`config.mk`:
```
export PLATFORM = sky130hd
export DESIGN_NAME = trap_ctrl
export DESIGN_NICKNAME = d
export VERILOG_FILES = /design/src/rtl/trap_ctrl_pkg.sv /design/src/rtl/trap_ctrl.sv
export SDC_FILE = /design/constraint.sdc
export NUM_CORES = 1
export LEC_CHECK = 0
export ABC_AREA = 1
export BUFFER_PORTS_ARGS = -buffer_cell sky130_fd_sc_hd__buf_2
export CAP_MARGIN = 20
export CORE_MARGIN = 5
export CORE_UTILIZATION = 35
export CTS_BUF_LIST = sky130_fd_sc_hd__clkbuf_8 sky130_fd_sc_hd__clkbuf_16
export DETAILED_ROUTE_END_ITERATION = 7
export GPL_ROUTABILITY_DRIVEN = 0
export SYNTH_ARGS = -nofsm -noshare
export SYNTH_HDL_FRONTEND = slang
export SYNTH_SLANG_ARGS = --single-unit
```
`constraint.sdc`:
```
create_clock -name clk -period 3.2 [get_ports clk]
set_input_delay 0.16 -clock clk [delete_from_list [all_inputs] [get_ports clk]]
set_output_delay 0.16 -clock clk [all_outputs]
set_load 0.02 [all_outputs]
```
`src/rtl/trap_ctrl_pkg.sv`:
```
// rtl/trap_ctrl_pkg.sv - trap controller state/kind encodings and latched trap context type
package trap_ctrl_pkg;

  typedef enum logic [1:0] {
    TRAP_IDLE     = 2'd0,
    TRAP_FLUSH    = 2'd1,
    TRAP_REDIRECT = 2'd2
  } trap_state_e;

  typedef enum logic {
    KIND_EX   = 1'b0,
    KIND_ERTN = 1'b1
  } trap_kind_e;

  typedef struct packed {
    logic [31:0] pc;
    logic [5:0]  ecode;
    logic [8:0]  esubcode;
  } trap_ctx_t;

  localparam int unsigned FLUSH_CNT_W = 4;

endpackage

```
`src/rtl/trap_ctrl.sv`:
```
// rtl/trap_ctrl.sv - exception/ERTN flush and fetch-redirect sequencer between WB, CSR file and IF
// Optional perf counters (ex_count/ertn_count) under TRAP_CTRL_PERF_CNT_EN.
module trap_ctrl
  import trap_ctrl_pkg::*;
#(
  parameter int unsigned FLUSH_CYCLES = 1
) (
  input  logic        clk,
  input  logic        rst,
  input  logic        wb_ex,
  input  logic        ertn_flush,
  input  logic [31:0] wb_pc,
  input  logic [5:0]  wb_ecode,
  input  logic [8:0]  wb_esubcode,
  input  logic [31:0] csr_eentry,
  input  logic [31:0] csr_era,
  input  logic        redirect_ready,
  output logic        ex_commit,
  output logic [31:0] ex_pc,
  output logic [5:0]  ex_ecode,
  output logic [8:0]  ex_esubcode,
  output logic        ertn_commit,
  output logic        flush_all,
  output logic        redirect_valid,
  output logic [31:0] redirect_pc,
  output logic        busy,
`ifdef TRAP_CTRL_PERF_CNT_EN
  output logic [31:0] ex_count,
  output logic [31:0] ertn_count,
`endif
  output logic        drop_err
);

  localparam logic [FLUSH_CNT_W-1:0] FLUSH_LAST = FLUSH_CYCLES[FLUSH_CNT_W-1:0];
  localparam logic [FLUSH_CNT_W-1:0] CNT_ONE    = {{(FLUSH_CNT_W-1){1'b0}}, 1'b1};

  trap_state_e              state_q, state_d;
  trap_kind_e               kind_q;
  logic [FLUSH_CNT_W-1:0]   cnt_q;
  logic [31:0]              target_q;
  trap_ctx_t                ctx_q;
  logic                     drop_err_q;
  logic                     event_in;
  logic                     accept;

  assign event_in = wb_ex | ertn_flush;
  assign accept   = (state_q == TRAP_IDLE) && event_in;

  always_ff @(posedge clk or negedge rst) begin
    if (!rst) begin
      state_q <= TRAP_IDLE;
    end else begin
      state_q <= state_d;
    end
  end

  always_comb begin
    state_d = state_q;
    case (state_q)
      TRAP_IDLE:     if (event_in)           state_d = TRAP_FLUSH;
      TRAP_FLUSH:    if (cnt_q == FLUSH_LAST) state_d = TRAP_REDIRECT;
      TRAP_REDIRECT: if (redirect_ready)     state_d = TRAP_IDLE;
      default:                               state_d = TRAP_IDLE;
    endcase
  end

  // Exception has priority; a simultaneous ERTN is simply dropped.
  always_ff @(posedge clk or negedge rst) begin
    if (!rst) begin
      cnt_q    <= '0;
      kind_q   <= KIND_EX;
      target_q <= '0;
      ctx_q    <= '0;
    end else if (accept) begin
      cnt_q    <= CNT_ONE;
      kind_q   <= wb_ex ? KIND_EX : KIND_ERTN;
      target_q <= wb_ex ? csr_eentry : csr_era;
      if (wb_ex) begin
        ctx_q <= '{pc: wb_pc, ecode: wb_ecode, esubcode: wb_esubcode};
      end
    end else if (state_q == TRAP_FLUSH) begin
      cnt_q <= (cnt_q == FLUSH_LAST) ? '0 : cnt_q + CNT_ONE;
    end
  end

  always_ff @(posedge clk or negedge rst) begin
    if (!rst) begin
      drop_err_q <= 1'b0;
    end else if ((state_q != TRAP_IDLE) && event_in) begin
      drop_err_q <= 1'b1;
    end
  end

  // Commit pulses fire on the first FLUSH cycle only (counter still 1).
  always_comb begin
    ex_commit      = 1'b0;
    ertn_commit    = 1'b0;
    flush_all      = 1'b0;
    busy           = 1'b0;
    redirect_valid = 1'b0;
    redirect_pc    = '0;
    case (state_q)
      TRAP_FLUSH: begin
        flush_all   = 1'b1;
        busy        = 1'b1;
        ex_commit   = (cnt_q == CNT_ONE) && (kind_q == KIND_EX);
        ertn_commit = (cnt_q == CNT_ONE) && (kind_q == KIND_ERTN);
      end
      TRAP_REDIRECT: begin
        flush_all      = 1'b1;
        busy           = 1'b1;
        redirect_valid = 1'b1;
        redirect_pc    = target_q;
      end
      default: ;
    endcase
  end

  assign ex_pc       = ctx_q.pc;
  assign ex_ecode    = ctx_q.ecode;
  assign ex_esubcode = ctx_q.esubcode;
  assign drop_err    = drop_err_q;

`ifdef TRAP_CTRL_PERF_CNT_EN
  always_ff @(posedge clk or negedge rst) begin
    if (!rst) begin
      ex_count   <= '0;
      ertn_count <= '0;
    end else begin
      if (ex_commit)   ex_count   <= ex_count + 32'd1;
      if (ertn_commit) ertn_count <= ertn_count + 32'd1;
    end
  end
`endif

endmodule

```
==> results of run 1 <==
-- power groups by stage --
stage	Sequential (W)	Combinational, W	Clock [W]
6_report	0.00188	0.00218	0.00109
5_1_grt	0.00195	0.00244	0.00117
4_1_cts	0.00189	0.00223	0.00112
3_5_place_dp	0.00190	0.00222	0
3_3_place_gp	0.00188	0.00218	0
2_1_floorplan	0.00220	0.00116	0
-- layout make-up --
class	count	area, µm²	area share [%]
clock inverter	5	73.82	1.380
multi-input combinational	343	1469	27.46
inverter	42	157.7	2.947
sequential	87	2177	40.69
clock buffer	10	239.0	4.467
timing repair buffer	207	1059	19.78
tap	140	175.2	3.274
-- cell usage after synthesis --
cell,number
nand2_1,249
dfrtp_1,87
nand3_1,69
inv_1,40
clkbuf_1,11
buf_2,10
ha_1,6
nor2_1,6
o21ai_0,4
a21oi_1,3
buf_6,3
buf_4,2
inv_2,2
buf_1,1
nand4_1,1
nor2_2,1
nor2_4,1
o21ai_4,1
o21bai_1,1
xnor2_1,1
-- logic make-up (layout without fill, tap and decap cells) --
family                   count (synthesis)  after routing  share of synthesized area [%]
AO/OA/AOI/OAI                            9              9                          1.490
adder cells (fa/ha/maj)                  6              6                          1.902
flip-flops                              87             87                          55.15
AND/OR/NAND/NOR                        327            327                          33.60
XOR/XNOR                                 1              1                         0.2219
buffers and inverters                   69            264                          7.638
-- final timing paths --
path | startpoint | end | slack [ps] | cells past startpoint
setup / recovery | state_q[0] | redirect_pc[0] | 870 | 6
hold / removal | wb_esubcode[2] | ex_esubcode[2] | 30 | 3
setup reg to reg | state_q[0] | target_q[25] | 1130 | 7
hold reg to reg | ex_pc[4] | ex_pc[4] | 470 | 2
max in group asynchronous | rst | ex_pc[25] | 2070 | 3
min in group asynchronous | rst | target_q[20] | 430 | 2
-- routing by layer --
| metal | part of all wire (%) | wire, µm |
|---|---|---|
| met1 | 44 | 4912 |
| met2 | 48 | 5392 |
| met3 | 7.0 | 776 |
| met4 | 0.49 | 55 |
| met5 | 0 | 0 |
-- flip-flops by register name, indices dropped and copies added, names as in the netlist --
| register | count |
|---|---|
| ex_pc | 32 |
| kind_q | 1 |
| target_q | 32 |
| cnt_q | 4 |
| state_q | 2 |
| ex_ecode | 6 |
| drop_err | 1 |
| ex_esubcode | 9 |
-- stage by stage --
stage                     hold slack, ps  utilization, %  instance area (µm²)
after floorplan                   -135.6               -                 3948
after global placement             260.1           45.97                 5027
after detailed placement           259.6           45.97                 5027
after CTS                          14.76           48.92                 5350
after global routing               24.77           48.92                 5350
final                              29.57           48.92                 5350
-- critical path: cells and delay by family (launching register included) --
kind / cells / cell delay (ps)
fa+ha+maj: 1 / 730
simple gates: 1 / 70
flops: 1 / 400
buf+inv: 4 / 650
-- layout by cell type, fill, tap and decap left out --
master and n:
a21oi_1 3, nand4_1 1, bufinv_16 2, ha_1 6
nand2_1 249, clkinv_2 2, clkbuf_16 9, dlygate4sd3_1 1
buf_2 199, nor2_2 1, dfrtp_1 87, xnor2_1 1
o21bai_1 1, o21ai_0 4, buf_4 7, clkbuf_8 1
nand3_1 69, inv_1 41, o21ai_4 1, nor2_4 1
inv_2 2, nor2_1 6
==> reports/qor.yml, run 1 <==
postSynthAreaPerCell_um2: 7.911
die_w_um: 116.2
end_kind: "primary output"
use_met1_pct: 22.60
io_pins: 201
tns_ps: 0
wl_per_cell_um: 13.35
ir_worst_vdd_v: 0.0003279
vias: 3733
finalMaxSlewViolations: 0
yosysTopAreaCell: "dfrtp_1"
status: "completed"
finalClockSkew_ps: 6.709
die_y_um: 116.2
syn_to_final_growth_pct: 35.53
power.switching_w: 0.002139
start_util_pct: 36.10
drv_cap: 0
switching_share_pct: 41.49
synth.top_cell.area_share_pct: 55.15
portBuffers: 200
drive_above_1_share_pct: 32.42
antenna_found_initial: 0
rows: 38
final-setup-viol-count: 0
cts_made_buffers: 9
synthesis.area_mm2: 0.003948
place_inst: 818
total_power_w: 0.005155
nets: 812
p_per_area_mw_per_mm2: 963.5
path_class: "register to primary output"
drt_pass1_iterations: 4
cts_tree: "built"
clock_sinks: 87
routed_wl_um: 11140
grt.met3_usage_pct: 2.435
cp_slowest_stage_delay_ps: 730
hold_viol_final: 0
fin_ws_ps: 867.0
clkLatencyLatePin_ps: 330
cts_hold_buf: 1
leakage_nw: 3.285
grt_pass1_vias: 3743
crit_arrival_ps: 2170
crit_path_max_fanout: 23
startpoint_type: "register"
period_share_pct: 72.91
pre_cts_ws_ps: 1127
post_cts_buffers: 0
ctsRootBufferMaster: "clkbuf_16"
hold_class: "input port to register"
syn_nets: 621
clk_path_buf_depth: 2
grt_pass1_wl_um: 17630
dp_hpwl_um: 8268
p_seq_share_pct: 36.5
fmax_mhz: 428.6
dieArea_mm2: 0.01350
grt_setup_unrepaired: "false"
p_comb_share_pct: 42.3
instances_no_fill: 834
ys_warn_count: 0
synth_area_leaders: "dfrtp_1 (55%), nand2_1 (24%), nand3_1 (8.7%)"
ys_seq_area_share_pct: 55.15
clkPwrFrac_pct: 21.2
period_needed_ps: 2333
nFillCells: 1091
crit_path_top_delay_cell: "ha_1"
grt-ovfl-total: 0
grt_max_degree: 58
ys_ff_latch: 87
cp_common_cell: "inv_1"
ys_types: 20
cts.clk_slew.worst_paths_ps: 60
n_antenna_cell: 0
drc: 0
intPower_w: 0.003016
core-area_mm2: 0.01094
postSynthCellCount: 499
cts_resized: 0
drtAntennaViolNets: 0
vias_per_cell: 4.476
grtUsageMet2_pct: 26.28
grt_use_total_pct: 16.34
worstPathRequired_ps: 3040
crit_chain: "inv_1, ha_1, buf_4, nand2_1, inv_1, buf_2"
grt_busiest_layer: "met2"
h-tree-depth: 3
worst-slew-pin-transition_ps: 921.5
drtIter0Drc: 222
max_slew_margin_pct: 38.34
(Power assumes the default switching activity.)
==> run 2, diff against run 1 <==
- clock period: 3.2 -> 2.3 ns (I/O delays scaled with it)
==> run 2 against run 1 <==
  * Final area up 15%
  * Hold slack worse by 23 ps
  * First-iteration DRC count up 6.8%
  * Critical path depth unchanged
  * Combinational power up 47%
  * Die area unchanged
  * Cell count up 9.4%
  * Routed wire length up 10%
  * Power up 43%
  * Clock skew down 0.69 ps
  * Sequential share of layout area down 5.2 points
==> reports/qor.yml, run 2 (same netlist as run 1, synthesis figures left out) <==
clk_path_buf_depth: 2  # unchanged
h-tree-depth: 3  # unchanged
tns_ps: 0  # unchanged
rr_worst_depth: 7  # unchanged
layout_commonest_cell: "nand2_1"
total_power_w: 0.007363  # +43%
grt-ovfl-total: 0  # unchanged
worstSetupEndpoint: "redirect_pc[4]"
nFillCells: 1017  # -6.8%
dp_hpwl_um: 8525  # +3.1%
dieArea_mm2: 0.01350  # unchanged
vias_per_cell: 4.550  # +1.7%
final_cell_mix: "nand2_1 (249), buf_2 (199), dfrtp_1 (87)"
clock_sinks: 87  # unchanged
end_kind: "primary output"
grt_use_total_pct: 18.06  # +1.7 points
syn_to_final_growth_pct: 55.53
r2r-start: "state_q[0]"
switching_share_pct: 41.64  # +0.15 points
hold_viol_final: 0  # unchanged
clkPwrFrac_pct: 20.7  # -0.5 points
nets: 889  # +9.5%
grt_max_degree: 48  # -17%
hold_class: "input port to register"
ctsRootBufferMaster: "clkbuf_16"
crit_path_max_fanout: 19  # -17%
min_from: "wb_pc[21]"
startpoint_type: "register"
drv_cap: 0  # unchanged
post_cts_buffers: 0  # unchanged
max_slew_margin_pct: 47.04  # +8.7 points
pre_cts_ws_ps: 496.5  # -630.4 ps
antenna_found_initial: 0  # unchanged
period_needed_ps: 1920
drt_pass1_iterations: 4  # unchanged
clkLatencyLatePin_ps: 340  # about the same
grt_setup_unrepaired: "false"
crit_start: "state_q[0]"
fmax_mhz: 521.0
drtAntennaViolNets: 0  # unchanged
final-setup-viol-count: 0  # unchanged
finalMaxSlewViolations: 0  # unchanged
drc: 0  # unchanged
core-area_mm2: 0.01094  # unchanged
fin_ws_ps: 380.5  # -486.5 ps
grt_pass1_wl_um: 19460  # +10%
n_antenna_cell: 0  # unchanged
status: "completed"
path_class: "register to primary output"
rows: 38  # unchanged
wl_per_cell_um: 13.49  # +1.0%
period_share_pct: 83.46
portBuffers: 200  # unchanged
worstPathRequired_ps: 2180  # -860 ps
start_util_pct: 36.10  # unchanged
io_pins: 201  # unchanged
leakage_nw: 3.610  # +9.9%
p_per_area_mw_per_mm2: 1199  # +24%
crit_arrival_ps: 1800  # -370 ps
drive_above_1_share_pct: 29.66  # -2.8 points
r2r_slack_ps: 500  # -630 ps
drtIter0Drc: 237  # +6.8%
grt_pass1_vias: 4101  # +9.6%
cts.clk_slew.worst_paths_ps: 60  # about the same
finish.utilization_pct: 56.14  # +7.2 points
p_seq_share_pct: 35.7  # -0.8 points
finalClockSkew_ps: 6.018  # -0.6905 ps
power.switching_w: 0.003066  # +43%
reg2reg_to: "ex_pc[24]"
cts_tree: "built"
die_y_um: 116.2  # unchanged
intPower_w: 0.004297  # +42%
cts_made_buffers: 9  # unchanged
routed_wl_um: 12300  # +10%
p_comb_share_pct: 43.6  # +1.3 points
worst-slew-pin-transition_ps: 793.3  # -128.2 ps
vias: 4150  # +11%
die_w_um: 116.2  # unchanged
ir_worst_vdd_v: 0.0005756  # +76%
run 2: changes by cell type in the layout (fill, tap and decap cells not counted), sizes merged:
cell	before	now
buf	206	209
clkbuf	10	9
clkinvlp	0	2
dlygate4sd3	1	75
run 2: area by class of cell:
cell class              instances  area, µm²  area share [%]
flip-flops and latches         87       2177           35.46
repair buffers                284       1847           30.08
multi-input cells             343       1469           23.93
clock buffers                   9      225.2           3.668
well taps                     140      175.2           2.853
inverters                      42      157.7           2.568
clock inverters                 7      88.84           1.447
run 2: power by group through the flow:
stage / Clock [W] / Sequential [W] / Combinational (W)
after floorplan: 0 / 0.00306 / 0.00162
after global placement: 0 / 0.00261 / 0.00310
after detailed placement: 0 / 0.00263 / 0.00316
after CTS: 0.00157 / 0.00262 / 0.00325
after global routing: 0.00163 / 0.00272 / 0.00358
final: 0.00153 / 0.00263 / 0.00321
run 2: worst max-delay path, cell delays in order (launching register included):
cell and delay, ps:
dfrtp_1 400, inv_1 110, ha_1 360, buf_4 300, nand2_1 90, inv_1 60, buf_2 150
run 2: stage by stage:
stage / cell area [µm²] / hold slack [ps] / std cells
finish: 6140 / 6.585 / 912
global route: 6140 / 18.77 / 912
CTS: 6140 / 0.2262 / 912
detailed placement: 5075 / 144.1 / 821
global placement: 5075 / 148.1 / 821
floorplan: 3948 / -180.6 / 499
run 2: routing by layer:
layer	vias up	GRT usage, %	wire (µm)	part of all wire, %
met4	0	8.817	251	2.0
met3	22	2.798	906	7.4
met5	-	0	0	0
li1	2062	-	-	-
met2	175	29.08	5986	49
met1	1891	23.84	5155	42
run 2: worst min-delay path by stage:
stage	slack, ps	cells past startpoint	endpoint
after floorplan	-180	0	cnt_q[0]
after global placement	150	1	target_q[16]
after detailed placement	140	1	target_q[16]
after CTS	0.2	3	ex_pc[21]
after global routing	20	3	ex_esubcode[0]
final	7	3	ex_pc[21]
run 2: what timing repair did:
item / CTS / global route
hold buffers: 75 / 0
setup endpoints to repair: 0 / 0
endpoints found under the hold margin: 114 / 0
gates resized for setup: 0 / 0
==> run 3, diff against run 2 <==
- clock period: 2.3 -> 2 ns (I/O delays scaled with it)
==> run 3 against run 2 <==
  * Die area stayed put
  * Setup slack lost 170 ps
  * Register-to-register slack worse by 220 ps
  * Sequential power is 15% higher
==> reports/qor.yml, run 3 (same netlist as run 1, synthesis figures left out) <==
rows: 38  # unchanged
drtIter0Drc: 280  # +18%
post_cts_buffers: 0  # unchanged
crit_path_top_delay_cell: "dfrtp_1"
clock_sinks: 87  # unchanged
routed_wl_um: 12100  # -1.6%
die_w_um: 116.2  # unchanged
final_area_mm2: 0.006178  # +0.63%
worst-slew-pin-transition_ps: 768.8  # -24.48 ps
instances_no_fill: 916  # +0.44%
clk_path_buf_depth: 2  # unchanged
path_class: "register to primary output"
drt_pass1_iterations: 4  # unchanged
finalClockSkew_ps: 9.480  # +3.461 ps
end_kind: "primary output"
period_needed_ps: 1793
cts_tree: "built"
clkLatencyLatePin_ps: 330  # about the same
grt_setup_unrepaired: "false"
vias: 4112  # -0.92%
total_power_w: 0.008430  # +14%
final_cell_mix: "nand2_1 (249), buf_2 (199), dfrtp_1 (87)"
hold_viol_final: 0  # unchanged
start_util_pct: 36.10  # unchanged
portBuffers: 200  # unchanged
final-setup-viol-count: 0  # unchanged
wl_per_cell_um: 13.21  # -2.0%
worstPathRequired_ps: 1900  # -280 ps
crit_path_max_fanout: 19  # unchanged
vias_per_cell: 4.489  # -1.3%
startpoint_type: "register"
grt-ovfl-total: 0  # unchanged
tns_ps: 0  # unchanged
grt_pass1_vias: 4229  # +3.1%
core-area_mm2: 0.01094  # unchanged
nets: 892  # +0.34%
dieArea_mm2: 0.01350  # unchanged
ir_worst_vdd_v: 0.0006176  # +7.3%
io_pins: 201  # unchanged
crit_chain: "inv_1, ha_2, buf_4, nand2_1, inv_1, buf_2"
finish.utilization_pct: 56.50  # +0.35 points
syn_to_final_growth_pct: 56.51
grt_max_degree: 81  # +69%
drc: 0  # unchanged
dpl_cell_area_mm2: 0.005067  # -0.15%
nFillCells: 1014  # -0.29%
period_share_pct: 89.66
grt_pass1_wl_um: 19610  # +0.78%
antenna_found_initial: 0  # unchanged
cts_made_buffers: 9  # unchanged
status: "completed"
drive_above_1_share_pct: 29.42  # -0.24 points
grt_use_total_pct: 18.01  # -0.053 points
finalMaxSlewViolations: 0  # unchanged
die_y_um: 116.2  # unchanged
h-tree-depth: 3  # unchanged
drv_cap: 0  # unchanged
drtAntennaViolNets: 0  # unchanged
layout_commonest_cell: "nand2_1"
p_per_area_mw_per_mm2: 1364  # +14%
leakage_nw: 3.617  # +0.18%
crit_arrival_ps: 1690  # -110 ps
cp_common_cell: "inv_1"
ctsRootBufferMaster: "clkbuf_16"
cp_slowest_stage_delay_ps: 390  # about the same
dp_hpwl_um: 8266  # -3.0%
place_inst: 820  # -0.12%
fmax_mhz: 557.6
hold_class: "input port to register"
max_slew_margin_pct: 48.67  # +1.6 points
cts.clk_slew.worst_paths_ps: 70  # about the same
-- run 3: cell types whose count changed in the layout (fill, tap and decap cells not counted), sizes merged --
cell         delta
inv             +1
dlygate4sd3     +4
buf             -1
clkinvlp        +1
diode           +1
clkinv          -2
-- run 3: power by group --
| group | internal (W) | switching (W) |
|---|---|---|
| Sequential | 0.00257 | 0.000457 |
| Clock | 0.00108 | 0.000658 |
| Combinational | 0.00128 | 0.00238 |
-- run 3: repair_timing --
item | CTS | global route
hold buffers | 79 | 0
hold endpoints to repair | 119 | 0
endpoints found under the setup margin | 0 | 4
gates resized for setup | 0 | 1
-- run 3: routing by layer --
layer	track usage (%)	up-vias	part of all wire, %	routed length, µm
met5	0	-	0	0
met4	7.347	0	1.5	178
met3	2.694	16	6.7	805
met2	30.34	150	50	6062
met1	23.29	1869	42	5054
li1	-	2077	-	-
-- run 3: final timing paths --
path	startpoint	end	slack [ps]	cells after the start
max in group asynchronous	rst	ex_pc[19]	1060	3
min in group asynchronous	rst	target_q[16]	310	2
max	state_q[0]	redirect_pc[4]	210	6
min	csr_era[11]	target_q[11]	20	3
max reg2reg	state_q[0]	ex_pc[14]	280	7
min reg2reg	ex_pc[27]	ex_pc[27]	470	2
-- run 3: stage by stage --
stage | hold slack (ps) | setup slack [ps]
6_report | 21.24 | 206.7
5_1_grt | 27.13 | 84.28
4_1_cts | 2.665 | 76.40
3_5_place_dp | 130.4 | 275.7
3_3_place_gp | 130.7 | 309.0
2_1_floorplan | -195.6 | 450.6
-- run 3: cell type report --
type | count | area [µm²] | area share, %
multi-input cells | 343 | 1471 | 23.82
repair buffers | 287 | 1879 | 30.42
flip-flops and latches | 87 | 2177 | 35.24
clock buffers | 9 | 225.2 | 3.645
clock inverters | 7 | 90.09 | 1.458
well taps | 140 | 175.2 | 2.835
inverters | 42 | 157.7 | 2.552
diodes | 1 | 2.502 | 0.04050
-- run 3: worst max-delay path, delay by kind of cell, from the launching register on --
family | cells | cell delay (ps)
buf+inv | 4 | 610
simple gates | 1 | 80
fa+ha+maj | 1 | 290
flops | 1 | 390
